[src/rtl/regfile_ctrl_pkg.sv]
// Shared types for the register-file writeback controller.
// Holds the default widths, the writeback requester enum and the writeback record.
package regfile_ctrl_pkg;

    localparam int RF_DATA_W = 32;
    localparam int RF_ADDR_W = 5;

    // The enum value doubles as the bit index into the arbiter valid/grant vectors.
    typedef enum logic {
        REQ_ALU = 1'b0,
        REQ_MEM = 1'b1
    } req_e;

    typedef struct packed {
        logic [RF_ADDR_W-1:0] rd;
        logic [RF_DATA_W-1:0] data;
    } wb_rec_t;

endpackage

[src/rtl/rr_arb2.sv]
// Two-input writeback arbiter producing a one-hot grant.
// WB_RR_ARB_EN selects round-robin tie-breaking; otherwise MEM has fixed priority.
module rr_arb2
    import regfile_ctrl_pkg::*;
(
    input  logic       clock,
    input  logic       reset_n,
    input  logic [1:0] valid,
    output logic [1:0] grant
);

    logic mem_wins;

`ifdef WB_RR_ARB_EN
    req_e last_grant;

    // A grant always completes its handshake, so the grant itself advances the state.
    always_ff @(posedge clock or negedge reset_n) begin
        if (!reset_n) begin
            last_grant <= REQ_ALU;
        end else if (grant[REQ_MEM]) begin
            last_grant <= REQ_MEM;
        end else if (grant[REQ_ALU]) begin
            last_grant <= REQ_ALU;
        end
    end

    assign mem_wins = (last_grant == REQ_ALU);
`else
    logic unused_clk_rst;

    assign unused_clk_rst = clock & reset_n;
    assign mem_wins       = 1'b1;
`endif

    always_comb begin
        grant = 2'b00;
        if (valid[REQ_MEM] && (!valid[REQ_ALU] || mem_wins)) begin
            grant[REQ_MEM] = 1'b1;
        end else if (valid[REQ_ALU]) begin
            grant[REQ_ALU] = 1'b1;
        end
    end

endmodule

[src/rtl/regfile_wb_ctrl.sv]
// Register-file writeback controller: arbitrates ALU/load writebacks and keeps the
// pending-write scoreboard used to stall issue. Tie policy set by WB_RR_ARB_EN.
module regfile_wb_ctrl
    import regfile_ctrl_pkg::*;
#(
    parameter int DATA_W = RF_DATA_W,
    parameter int ADDR_W = RF_ADDR_W
)
(
    input  logic                 clock,
    input  logic                 reset_n,
    input  logic                 alu_valid,
    output logic                 alu_ready,
    input  logic [ADDR_W-1:0]    alu_rd,
    input  logic [DATA_W-1:0]    alu_data,
    input  logic                 mem_valid,
    output logic                 mem_ready,
    input  logic [ADDR_W-1:0]    mem_rd,
    input  logic [DATA_W-1:0]    mem_data,
    input  logic                 iss_valid,
    output logic                 iss_ready,
    input  logic [ADDR_W-1:0]    iss_rd,
    input  logic [ADDR_W-1:0]    rs1,
    input  logic [ADDR_W-1:0]    rs2,
    output logic                 stall,
    output logic                 rf_we,
    output logic [ADDR_W-1:0]    rf_wa,
    output logic [DATA_W-1:0]    rf_wd,
    output logic [2**ADDR_W-1:0] busy
);

    logic [1:0]          valid;
    logic [1:0]          grant;
    logic                alu_acc;
    logic                mem_acc;
    logic                iss_acc;
    logic                wb_acc;
    logic [ADDR_W-1:0]   win_rd;
    logic [DATA_W-1:0]   win_data;
    logic [2**ADDR_W-1:0] busy_next;

    assign valid = {mem_valid, alu_valid};

    rr_arb2 u_arb (
        .clock   (clock),
        .reset_n (reset_n),
        .valid   (valid),
        .grant   (grant)
    );

    // Readies are forced low while reset is held so nothing is accepted into a cleared pipe.
    assign alu_ready = reset_n & grant[REQ_ALU];
    assign mem_ready = reset_n & grant[REQ_MEM];
    assign alu_acc   = alu_valid & alu_ready;
    assign mem_acc   = mem_valid & mem_ready;
    assign wb_acc    = alu_acc | mem_acc;

    assign win_rd   = mem_acc ? mem_rd   : alu_rd;
    assign win_data = mem_acc ? mem_data : alu_data;

    assign stall     = ((rs1 != '0) && busy[rs1]) || ((rs2 != '0) && busy[rs2]);
    assign iss_ready = reset_n & ~busy[iss_rd] & ~stall;
    assign iss_acc   = iss_valid & iss_ready;

    // A writeback to x0 still occupies its slot but never asserts the write enable.
    always_ff @(posedge clock or negedge reset_n) begin
        if (!reset_n) begin
            rf_we <= 1'b0;
            rf_wa <= '0;
            rf_wd <= '0;
        end else begin
            rf_we <= wb_acc && (win_rd != '0);
            if (wb_acc) begin
                rf_wa <= win_rd;
                rf_wd <= win_data;
            end
        end
    end

    // Clear is applied before set so a same-edge issue to the written register keeps it busy.
    always_comb begin
        busy_next = busy;
        if (rf_we) begin
            busy_next[rf_wa] = 1'b0;
        end
        if (iss_acc && (iss_rd != '0)) begin
            busy_next[iss_rd] = 1'b1;
        end
    end

    always_ff @(posedge clock or negedge reset_n) begin
        if (!reset_n) begin
            busy <= '0;
        end else begin
            busy <= busy_next;
        end
    end

endmodule

[config.mk]
export PLATFORM = sky130hd
export DESIGN_NAME = regfile_wb_ctrl
export DESIGN_NICKNAME = d
export VERILOG_FILES = /design/src/rtl/regfile_ctrl_pkg.sv /design/src/rtl/rr_arb2.sv /design/src/rtl/regfile_wb_ctrl.sv
export SDC_FILE = /design/constraint.sdc
export NUM_CORES = 1
export LEC_CHECK = 0
export BUFFER_PORTS_ARGS = -buffer_cell sky130_fd_sc_hd__buf_4
export CORE_ASPECT_RATIO = 1.2
export CORE_MARGIN = 2
export CORE_UTILIZATION = 25
export DETAILED_ROUTE_END_ITERATION = 10
export PLACE_DENSITY = 0.46
export SLEW_MARGIN = 30
export SYNTH_ARGS = -nofsm -noshare
export SYNTH_HDL_FRONTEND = slang
export SYNTH_SLANG_ARGS = --single-unit
[constraint.sdc]
create_clock -name clock -period 3.6 [get_ports clock]
set_input_delay 0.72 -clock clock [delete_from_list [all_inputs] [get_ports clock]]
set_output_delay 0.72 -clock clock [all_outputs]
set_load 0.05 [all_outputs]
; ---- Word-level counts from Yosys, hierarchy flattened
; Cells that the tools add are included.
[totals]
elab_cells = 51
input_bits = 94
regBits = 70
out_inout_bits = 74
[classes]
mux = 17
n_reduce_logical = 11
bitwise_logic = 13
order_cmp = 6
[ops]
columns = operator, count
row1 = $mux W32, 3
row2 = $and A32 B32 Y32, 1
row3 = $not A32 Y32, 1
row4 = $or A32 B32 Y32, 1
row5 = $lt A5 B6 Y1 const B, 4
row6 = $reduce_bool A5 Y1, 4
row7 = $bmux W1 S5, 3
row8 = $demux W1 S5, 2
row9 = $ge A5 B1 Y1 const B, 2
row10 = $mux W1, 8
row11 = $and A1 B1 Y1, 7
row12 = $logic_and A1 B1 Y1, 6
row13 = $mux W5, 1
row14 = $not A1 Y1, 2
row15 = $logic_or A1 B1 Y1, 1
row16 = $or A1 B1 Y1, 1

; ---- Longest topological paths before layout
; Gate-level depths: netlist of the first run.
[depth]
depth_word = 9
ltp_mapped = 8
depth_no_buf = 6

; ---- By module
; A second synthesis of the first run with hierarchy kept.
[unflattened]
hier_cells = 396
area_unflattened_um2 = 4126.5
[by_module_without_submodules]
columns = module, cells_per_inst, instances, area_per_inst_um2, seq_area_each_um2
row1 = regfile_wb_ctrl, 394, 1, 4105.2, 1751.7
row2 = rr_arb2, 2, 1, 21.3, 0.0

; ---- Least setup slack after synthesis of the first run
; OpenSTA, ideal clock, no wires.
[synth_timing]
path_kind = in2out
from = in rs2[0]
to = out iss_ready
setup_slack_ps = 139
required_ps = 2880
n_path_buf = 1
t_arrival_ps = 2741
cell_stages = 6
path_cell_list = buf_2 -> mux4_2 -> nor2_1 -> nor4_1 -> nor4_4 -> and3_1
[synth_via]
elab_chain_cells = 6
word_cells_on_any_way = 7
classes_between = mux (2) / bitwise (2) / reduce/logical (3)
[synth_lines]
columns = element, line
row1 = start: declaration, regfile_wb_ctrl.sv:24  ; input logic [ADDR_W-1:0] rs2,
row2 = $bmux W1 S5, regfile_wb_ctrl.sv:61  ; assign stall = ((rs1 != '0) && busy[rs1]) || ((rs2 != '0) && busy[rs2]);
row3 = $mux W1 (not written as such), regfile_wb_ctrl.sv:61
row4 = $logic_and A1 B1 Y1 *, regfile_wb_ctrl.sv:61
row5 = $logic_or A1 B1 Y1 *, regfile_wb_ctrl.sv:61
row6 = $not A1 Y1 *, regfile_wb_ctrl.sv:62  ; assign iss_ready = reset_n & ~busy[iss_rd] & ~stall;
row7 = $and A1 B1 Y1 *, regfile_wb_ctrl.sv:62
row8 = end: declaration, regfile_wb_ctrl.sv:21  ; output logic iss_ready,
; Every way passes the cells marked *; elsewhere a longest branch is shown, timed or not. The select of a mux whose other input is x is not followed.

; ---- Final worst setup path of the first run
[layout_timing]
from = in iss_rd[1]
to = out iss_ready
[layout_via]
elab_chain_cells = 5
[layout_lines]
columns = element, line
row1 = start: declaration, regfile_wb_ctrl.sv:22  ; input logic [ADDR_W-1:0] iss_rd,
row2 = $bmux W1 S5, regfile_wb_ctrl.sv:62
row3 = $mux W1 (not written as such), regfile_wb_ctrl.sv:62
row4 = $not A1 Y1, regfile_wb_ctrl.sv:62
row5 = $and A1 B1 Y1 (2 in a row), regfile_wb_ctrl.sv:62
; Every way passes these cells. The select of a mux whose other input is x is not followed.

==> qor.csv, run 1 <==
metric;value;unit
final_common_cell;buf_4;
ctsResizeCount;0;
power;4.15;mW
finalMaxSlewViolations;0;
cts_tree;done;
syn_area;4060;sq um
fin_crit;3.28;ns
viasPerCell;4.92;
crit_top_cell;buf_4;
critPathLaunchType;input pin;
synth_top_cell_area_share;43.1;%
die_w;120;um
r2r_start;busy[19];
yosysUniqueCellTypes;42;
holdWs;0.280;ns
dpl_cell_area;5540;sq um
drive_gt1_share;38.1;%
syn_area_per_cell;10.2;sq um
syn_nets;492;
maxCapViolCount;0;
numPortBuffers;167;
min_period_over_period;91.2;%
cp.buffers_inverters;2;
fin_tns_setup;0;ns
antenna_cells;0;
root_buffer;clkbuf_16;
grt_pass1_vias;3916;
place_congestion;0.832;
ff_latch_area;1750;sq um
synthCells;398;
route.detailed.drc;0;
nFillCells;1634;
fin_worst_skew;0.00593;ns
synth-edff-count;0;
path_max_fanout;18;
rr_endpoint;busy[7];
slew_headroom;41.5;%
crit_cells;7;
layout_common_cells;buf_4, dfrtp_1, o21ai_0, mux2i_1, nand2_1;
wl_per_cell;18.1;um
ys_seq_area_share;43.1;%
cts.clk_slew.worst_paths;0.06;ns
cts_hold_buf;0;
p_leak;2.72;nW
stdcell_area;5880;sq um
cts_buffers;9;
cp.arrival;2.56;ns
setup.worst_path.end;iss_ready;
synthArstFlopShare;100;%
tightest_slew;0.856;ns
synth_area_leaders;dfrtp_1, mux2i_1, o21ai_0;
grt_antenna_before_repair;0;
ff2ff_setup_slack;1.29;ns
post_cts_buffers;0;
clkLatencyLatePin;0.33;ns
ios;168;
cpLargestDelayFamily;simple AND/OR/NAND/NOR gates;
ys_warn_count;0;
finalSetupViolations;0;
num_vias;3818;
synth_flop_cell;dfrtp_1;
cts_num_sinks;70;
critPathLaunch;iss_rd[1];
hp-class;in -> async;
synth_top_area_cell;dfrtp_1;
critPathRequiredTime;2.88;ns
crit_slowest_cell;or4_4;
path_cells;buf_4 -> mux2i_1 -> o22ai_1 -> or4_4 -> a211oi_4 -> and3_1 -> buf_4;
ys_ff_latch;70;
drt_iter0_markers;215;
hold_violations;0;
path_class;in -> out;
status;complete, no violations;
nets;653;
core;16100;sq um
syn_to_final_growth;44.6;%
cellPowerDensity;706;nW/um^2
ant_nets;0;
drt_wl_total;14000;um
die-area;17300;sq um
multiInputGateArea;2190;sq um
grt_first_pass_wirelength;21800;um
num_rows;51;
cts_buffer_depth;2;
h-tree-depth;3;
peakVddDrop;0.198;mV
die_h;144;um
hpwl;10900;um
dr.pass1.iters;4;
rsz0062_at_grt;false;
gr-usage-all-layers;16.6;%
overflow;0;
fmax;305;MHz
worst_path_largest_cell_delay;0.55;ns
r2r.worst_path.cells;7;
start_util;25.3;%
cp-end-kind;output pin;
grt_max_degree;45;
synth_stat cells (all sizes together) (4+ instances only):
cell type  count
o21ai        100
nor4           4
buf            9
or3b           6
nor2b          4
nand2b         4
nor3b          5
a2111oi        4
clkbuf        16
nor2           8
mux4          11
nand3b         9
nand4          4
nand2         48
nor3           4
dfrtp         70
o22ai          5
mux2i         54
mux2           6
flip-flops by register name (all words and copies together), names as in the netlist:
signal / cells
busy: 32
rf_wa: 5
rf_wd: 32
rf_we: 1
metrics by stage:
stage | cells | worst slack (ns) | utilization, %
5_1_grt | 776 | 0.263 | 36.5
2_1_floorplan | 398 | 0.139 | -
3_5_place_dp | 760 | 0.310 | 34.5
6_report | 776 | 0.317 | 36.5
4_1_cts | 776 | 0.301 | 36.5
3_3_place_gp | 760 | 0.381 | 34.5
worst min path at each step:
| stage | start | to | slack, ns | cells past startpoint |
|---|---|---|---|---|
| 6_report | reset_n | rf_wd[9] | 0.28 | 1 |
| 5_1_grt | reset_n | rf_wd[9] | 0.28 | 1 |
| 4_1_cts | reset_n | rf_wd[9] | 0.28 | 1 |
| 3_5_place_dp | rf_wd[5] | rf_wd[5] | 0.47 | 2 |
| 3_3_place_gp | rf_wd[19] | rf_wd[19] | 0.47 | 2 |
| 2_1_floorplan | reset_n | busy[0] | 0.42 | 0 |
cell families (layout without fill, tap and decap cells):
group / Yosys count / count (layout) / synth area share, %
buffers and inverters: 29 / 195 / 3.23
AND/OR/NAND/NOR: 110 / 110 / 16.6
multiplexers: 71 / 71 / 21.1
AO/OA/AOI/OAI: 118 / 118 / 16.0
flip-flops: 70 / 70 / 43.1
layout make-up:
cell class              instances  area share [%]
multi-input cells             299            37.4
flip-flops and latches         70            29.8
repair buffers                175            22.4
clock buffers                  13            4.60
well taps                     212            4.51
clock inverters                 3            1.11
inverters                       4           0.256
metal layers:
layer  GRT usage [%]  share of wire, %  vias up
li1                -                 -     1795
met1            20.6                41     1788
met2            26.0                46      214
met3            5.67                11       21
met4            7.47               2.3        0
met5               0                 0        -
where the power goes:
group	total [mW]	switching, mW	leakage, nW	internal [mW]
Combinational	1.83	1.19	1.74	0.648
Sequential	1.32	0.323	0.822	0.995
Clock	0.997	0.334	0.166	0.662
Total	4.15	1.84	2.72	2.31
(Power assumes the default switching activity.)
==> run 2, diff against run 1 <==
- CORE_MARGIN: 2 -> 8
- CORE_UTILIZATION: 25 -> 30
- PLACE_DENSITY: 0.46 -> 0.53
- clock period: 3.6 -> 3.3 ns (I/O delays scaled with it)
==> qor.csv, run 2 (synthesis gave the netlist of run 1 again) <==
metric;value;unit;change
status;complete, no violations;;
finalSetupViolations;0;;unchanged
grt_antenna_before_repair;0;;unchanged
power;4.28;mW;+3.3%
die_w;122;um;+1.5%
root_buffer;clkbuf_16;;
place_congestion;0.867;;+4.1%
fin_crit;3.13;ns;
drive_gt1_share;38.1;%;-0.042 points
num_vias;3828;;+0.26%
nets;652;;-0.15%
core;13200;sq um;-18%
drt_iter0_markers;156;;-27%
post-route-worst-setup-slack;0.171;ns;-0.146 ns
ctsResizeCount;0;;unchanged
path_max_fanout;18;;unchanged
ios;168;;unchanged
h-tree-depth;3;;unchanged
reg_top3;busy: 32 flops, rf_wd: 32 flops, rf_wa: 5 flops;;
grt_first_pass_wirelength;22500;um;+3.1%
cts_buffer_depth;2;;unchanged
gr-usage-all-layers;16.5;%;-0.090 points
antenna_cells;0;;unchanged
layout_common_cells;buf_4, dfrtp_1, o21ai_0, mux2i_1, nand2_1;;
fin_tns_setup;0;ns;unchanged
hp-class;in -> async;;
slew_headroom;46.0;%;+4.5 points
clkLatencyLatePin;0.33;ns;about the same
cp.arrival;2.47;ns;-0.09 ns
maxCapViolCount;0;;unchanged
post_cts_buffers;0;;unchanged
cp-end-kind;output pin;;
syn_to_final_growth;41.1;%;
rsz0062_at_grt;false;;
start_util;30.7;%;+5.4 points
hold_violations;0;;unchanged
critPathLaunchType;input pin;;
path_class;in -> out;;
ant_nets;0;;unchanged
cts_buffers;9;;unchanged
fmax;320;MHz;
num_rows;46;;-9.8%
worst_path_largest_cell_delay;0.55;ns;about the same
layout.cells.non_filler;730;;-5.9%
crit_top_cell;buf_4;;
nFillCells;1307;;-20%
die_h;143;um;-0.12%
drt_wl_total;14400;um;+2.4%
path_cells;buf_4 -> mux2i_1 -> o22ai_1 -> or4_4 -> a211oi_4 -> and3_2 -> buf_4;;
wl_per_cell;19.7;um;+8.9%
cts.clk_slew.worst_paths;0.05;ns;about the same
tightest_slew;0.790;ns;-0.0663 ns
die-area;17500;sq um;+1.4%
crit_slowest_cell;or4_4;;
dr.pass1.iters;5;;+1
min_period_over_period;94.8;%;
hpwl;11400;um;+4.4%
grt_pass1_vias;4156;;+6.1%
grt_max_degree;44;;-2.2%
route.detailed.drc;0;;unchanged
holdWs;0.187;ns;-0.0930 ns
cts_num_sinks;70;;unchanged
cts_tree;done;;
cts_hold_buf;0;;unchanged
fin_worst_skew;0.00602;ns;+0.0000846 ns
finalMaxSlewViolations;0;;unchanged
critPathRequiredTime;2.64;ns;-0.24 ns
overflow;0;;unchanged
p_leak;2.68;nW;-1.6%
dp.cells;715;;-5.9%
numPortBuffers;167;;unchanged
preCtsSetupSlack;0.166;ns;-0.144 ns
final_common_cell;buf_4;;
cellPowerDensity;747;nW/um^2;+5.8%
viasPerCell;5.24;;+6.6%
peakVddDrop;0.574;mV;+190%
==> run 2: cell count changes in the layout (fill, tap and decap cells not counted), sizes merged <==
cell / delta
clkinvlp: +1
bufinv: -2
clkbuf: -3
clkinv: +3
buf: -1
==> run 2: path summary, 6_finish.rpt <==
kind | from | end | slack, ns | depth (start not counted)
worst max-delay path | iss_rd[1] | iss_ready | 0.17 | 7
worst min-delay path | reset_n | rf_wd[28] | 0.19 | 1
worst max register to register | busy[27] | busy[31] | 1.03 | 7
worst min register to register | rf_wd[30] | rf_wd[30] | 0.48 | 2
max in group asynchronous | reset_n | busy[28] | 2.41 | 2
min in group clock | rf_wd[30] | rf_wd[30] | 0.48 | 2
==> run 2: power by group <==
part / switching, mW / internal [mW] / total [mW]
Sequential: 0.341 / 1.09 / 1.43
Combinational: 1.30 / 0.706 / 2.01
Clock: 0.348 / 0.498 / 0.846
Total: 1.99 / 2.29 / 4.28
==> run 2: layout make-up <==
class / count / area, sq um / share of cell area [%]
multi-input combinational: 299 / 2200 / 38.3
tap: 168 / 210 / 3.66
clock buffer: 10 / 229 / 3.99
sequential: 70 / 1750 / 30.5
timing repair buffer: 174 / 1310 / 22.8
inverter: 4 / 15.0 / 0.262
clock inverter: 5 / 27.5 / 0.480
==> run 2: critical path, delay by kind of cell <==
kind	cells	cell delay (ns)
and+or+nand+nor	2	0.76
buffers and inverters	2	0.45
AOI/OAI and AO/OA	2	0.37
muxes	1	0.22
==> run 2: metal layers <==
layer  vias up  global-route usage, %  part of all wire [%]
met5         -                      0                     0
met4         0                   6.94                   2.5
met3        29                   6.60                    11
met2       209                   25.4                    45
met1      1802                   19.9                    41
li1       1788                      -                     -
==> run 2: per-stage QoR <==
stage               instance area, sq um  util, %
finish                              5740     43.3
global route                        5740     43.3
CTS                                 5740     43.3
detailed placement                  5480     41.4
global placement                    5480     41.4
floorplan                           4070        -
==> run 3, diff against run 2 <==
--- a/config.mk
+++ b/config.mk
@@ -10,4 +10,5 @@
 export CORE_MARGIN = 8
 export CORE_UTILIZATION = 30
+export CTS_CLUSTER_SIZE = 25
 export DETAILED_ROUTE_END_ITERATION = 10
 export PLACE_DENSITY = 0.53
==> constraint.sdc (replaced) <==
create_clock -name clock -period 3.3 [get_ports clock]
set_input_delay 0.99 -clock clock [delete_from_list [all_inputs] [get_ports clock]]
set_output_delay 0.99 -clock clock [all_outputs]
set_load 0.05 [all_outputs]
==> qor.csv, run 3 (synthesis gave the netlist of run 1 again) <==
metric;value;unit;change
status;finished with violations;;
violations;setup timing;;
tightest_slew;0.734;ns;-0.0560 ns
hp-class;reg -> reg;;
route.detailed.drc;0;;unchanged
r2r.worst_path.cells;9;;+2
layout_common_cells;buf_4, dfrtp_1, o21ai_0, mux2i_1, nand2_1;;
cts_tree;done;;
antenna_cells;0;;unchanged
reg_top3;busy: 32 flops, rf_wd: 32 flops, rf_wa: 5 flops;;
numPortBuffers;167;;unchanged
drt_iter0_markers;172;;+10%
cp-end-kind;output pin;;
grt_max_degree;43;;-2.3%
num_vias;3909;;+2.1%
critPathRequiredTime;2.31;ns;-0.33 ns
critPathLaunchType;input pin;;
cts_buffers;9;;unchanged
core;13200;sq um;unchanged
hold_end;rf_wd[0];;
hold_start;rf_wd[0];;
min_period_over_period;109;%;+14 points
fin_worst_skew;0.00525;ns;-0.000768 ns
die-area;17500;sq um;unchanged
rsz0062_at_grt;true;;
h-tree-depth;3;;unchanged
p_leak;2.89;nW;+8.0%
post-route-worst-setup-slack;-0.296;ns;-0.467 ns
drt_wl_total;14700;um;+2.0%
place_congestion;0.896;;+3.3%
cellPowerDensity;726;nW/um^2;-2.8%
viasPerCell;5.16;;-1.7%
start_util;30.7;%;unchanged
syn_to_final_growth;52.7;%;
hold_violations;0;;unchanged
grt_pass1_vias;4235;;+1.9%
hpwl;11700;um;+2.8%
grt_first_pass_wirelength;23200;um;+3.0%
final_common_cell;buf_4;;
slew_headroom;50.9;%;+4.9 points
finalSetupViolations;2;;+2
cts_num_sinks;70;;unchanged
dr.pass1.iters;4;;-1
r2r_start;busy[21];;
clkLatencyLatePin;0.33;ns;about the same
ios;168;;unchanged
path_class;in -> out;;
fin_tns_setup;-0.467;ns;-0.467 ns
die_h;143;um;unchanged
wl_per_cell;19.3;um;-1.8%
num_rows;46;;unchanged
maxCapViolCount;0;;unchanged
peakVddDrop;0.386;mV;-33%
cts.clk_slew.worst_paths;0.05;ns;about the same
root_buffer;clkbuf_16;;
nets;679;;+4.1%
gr-usage-all-layers;17.0;%;+0.56 points
finalMaxSlewViolations;0;;unchanged
drive_gt1_share;44.4;%;+6.3 points
rr_endpoint;busy[19];;
fmax;278;MHz;-13%
overflow;0;;unchanged
grt_antenna_before_repair;0;;unchanged
die_w;122;um;unchanged
ant_nets;0;;unchanged
cp.arrival;2.61;ns;+0.14 ns
fin_crit;3.60;ns;+0.467 ns
ff2ff_setup_slack;0.91;ns;-0.12 ns
final_util;46.9;%;+3.6 points
path_max_fanout;8;;-10
cts_buffer_depth;2;;unchanged
min_path_cells;2;;
[run 3: cell types whose count changed in the layout (fill, tap and decap cells not counted), sizes merged]
cell      delta
buf         +27
bufinv       +1
clkbuf       -1
clkinv       -1
clkinvlp     +1
inv          +1
[run 3: metal layers]
layer	wire (um)	track usage (%)	share of wire, %
met1	5870	19.6	40
met2	6820	27.8	47
met3	1700	7.50	12
met4	276	5.33	1.9
met5	0	0	0
[run 3: worst max path at each step]
stage,start,endpoint,slack [ns]
after global placement,rs2[1],iss_ready,-0.43
after detailed placement,rs2[1],iss_ready,-0.44
final,iss_rd[4],iss_ready,-0.30
after global routing,iss_rd[4],iss_ready,-0.33
after floorplan,rs2[0],iss_ready,-0.49
after CTS,iss_rd[4],iss_ready,-0.31
[run 3: metrics by stage]
stage	setup WS, ns	instances	total power [mW]	area (sq um)	hold slack (ns)
4_1_cts	-0.314	756	4.51	6100	0.489
6_report	-0.296	758	4.51	6210	0.485
2_1_floorplan	-0.489	398	2.69	4100	0.694
5_1_grt	-0.328	758	4.74	6210	0.518
3_5_place_dp	-0.444	739	3.51	5700	0.476
3_3_place_gp	-0.433	739	3.49	5700	0.463
[run 3: layout make-up]
cell class,count,area (sq um)
Multi-Input combinational cell,299,2340
Timing Repair Buffer,201,1600
Fill cell,1279,7030
Sequential cell,70,1750
Clock inverter,7,65.1
Inverter,4,15.0
Clock buffer,9,225
Tap cell,168,210
[run 3: timing repair]
item,4_1_cts,5_1_grt
hold buffers,0,0
buffers inserted,2,3
setup endpoints to repair,2,2
gates resized for setup,25,17
pin swaps,6,6
[run 3: worst max-delay path, stage by stage]
cell and delay, ns:
buf_4 0.13, or3b_1 0.21, o22ai_1 0.10, or4_4 0.55, a211oi_4 0.24, and3_4 0.23, buf_8 0.14
[run 3: power breakdown]
part           switching (mW)  total [mW]  internal [mW]
clock network           0.350       0.929          0.578
logic                    1.35        2.13          0.787
registers               0.358        1.44           1.09
total                    2.05        4.51           2.45
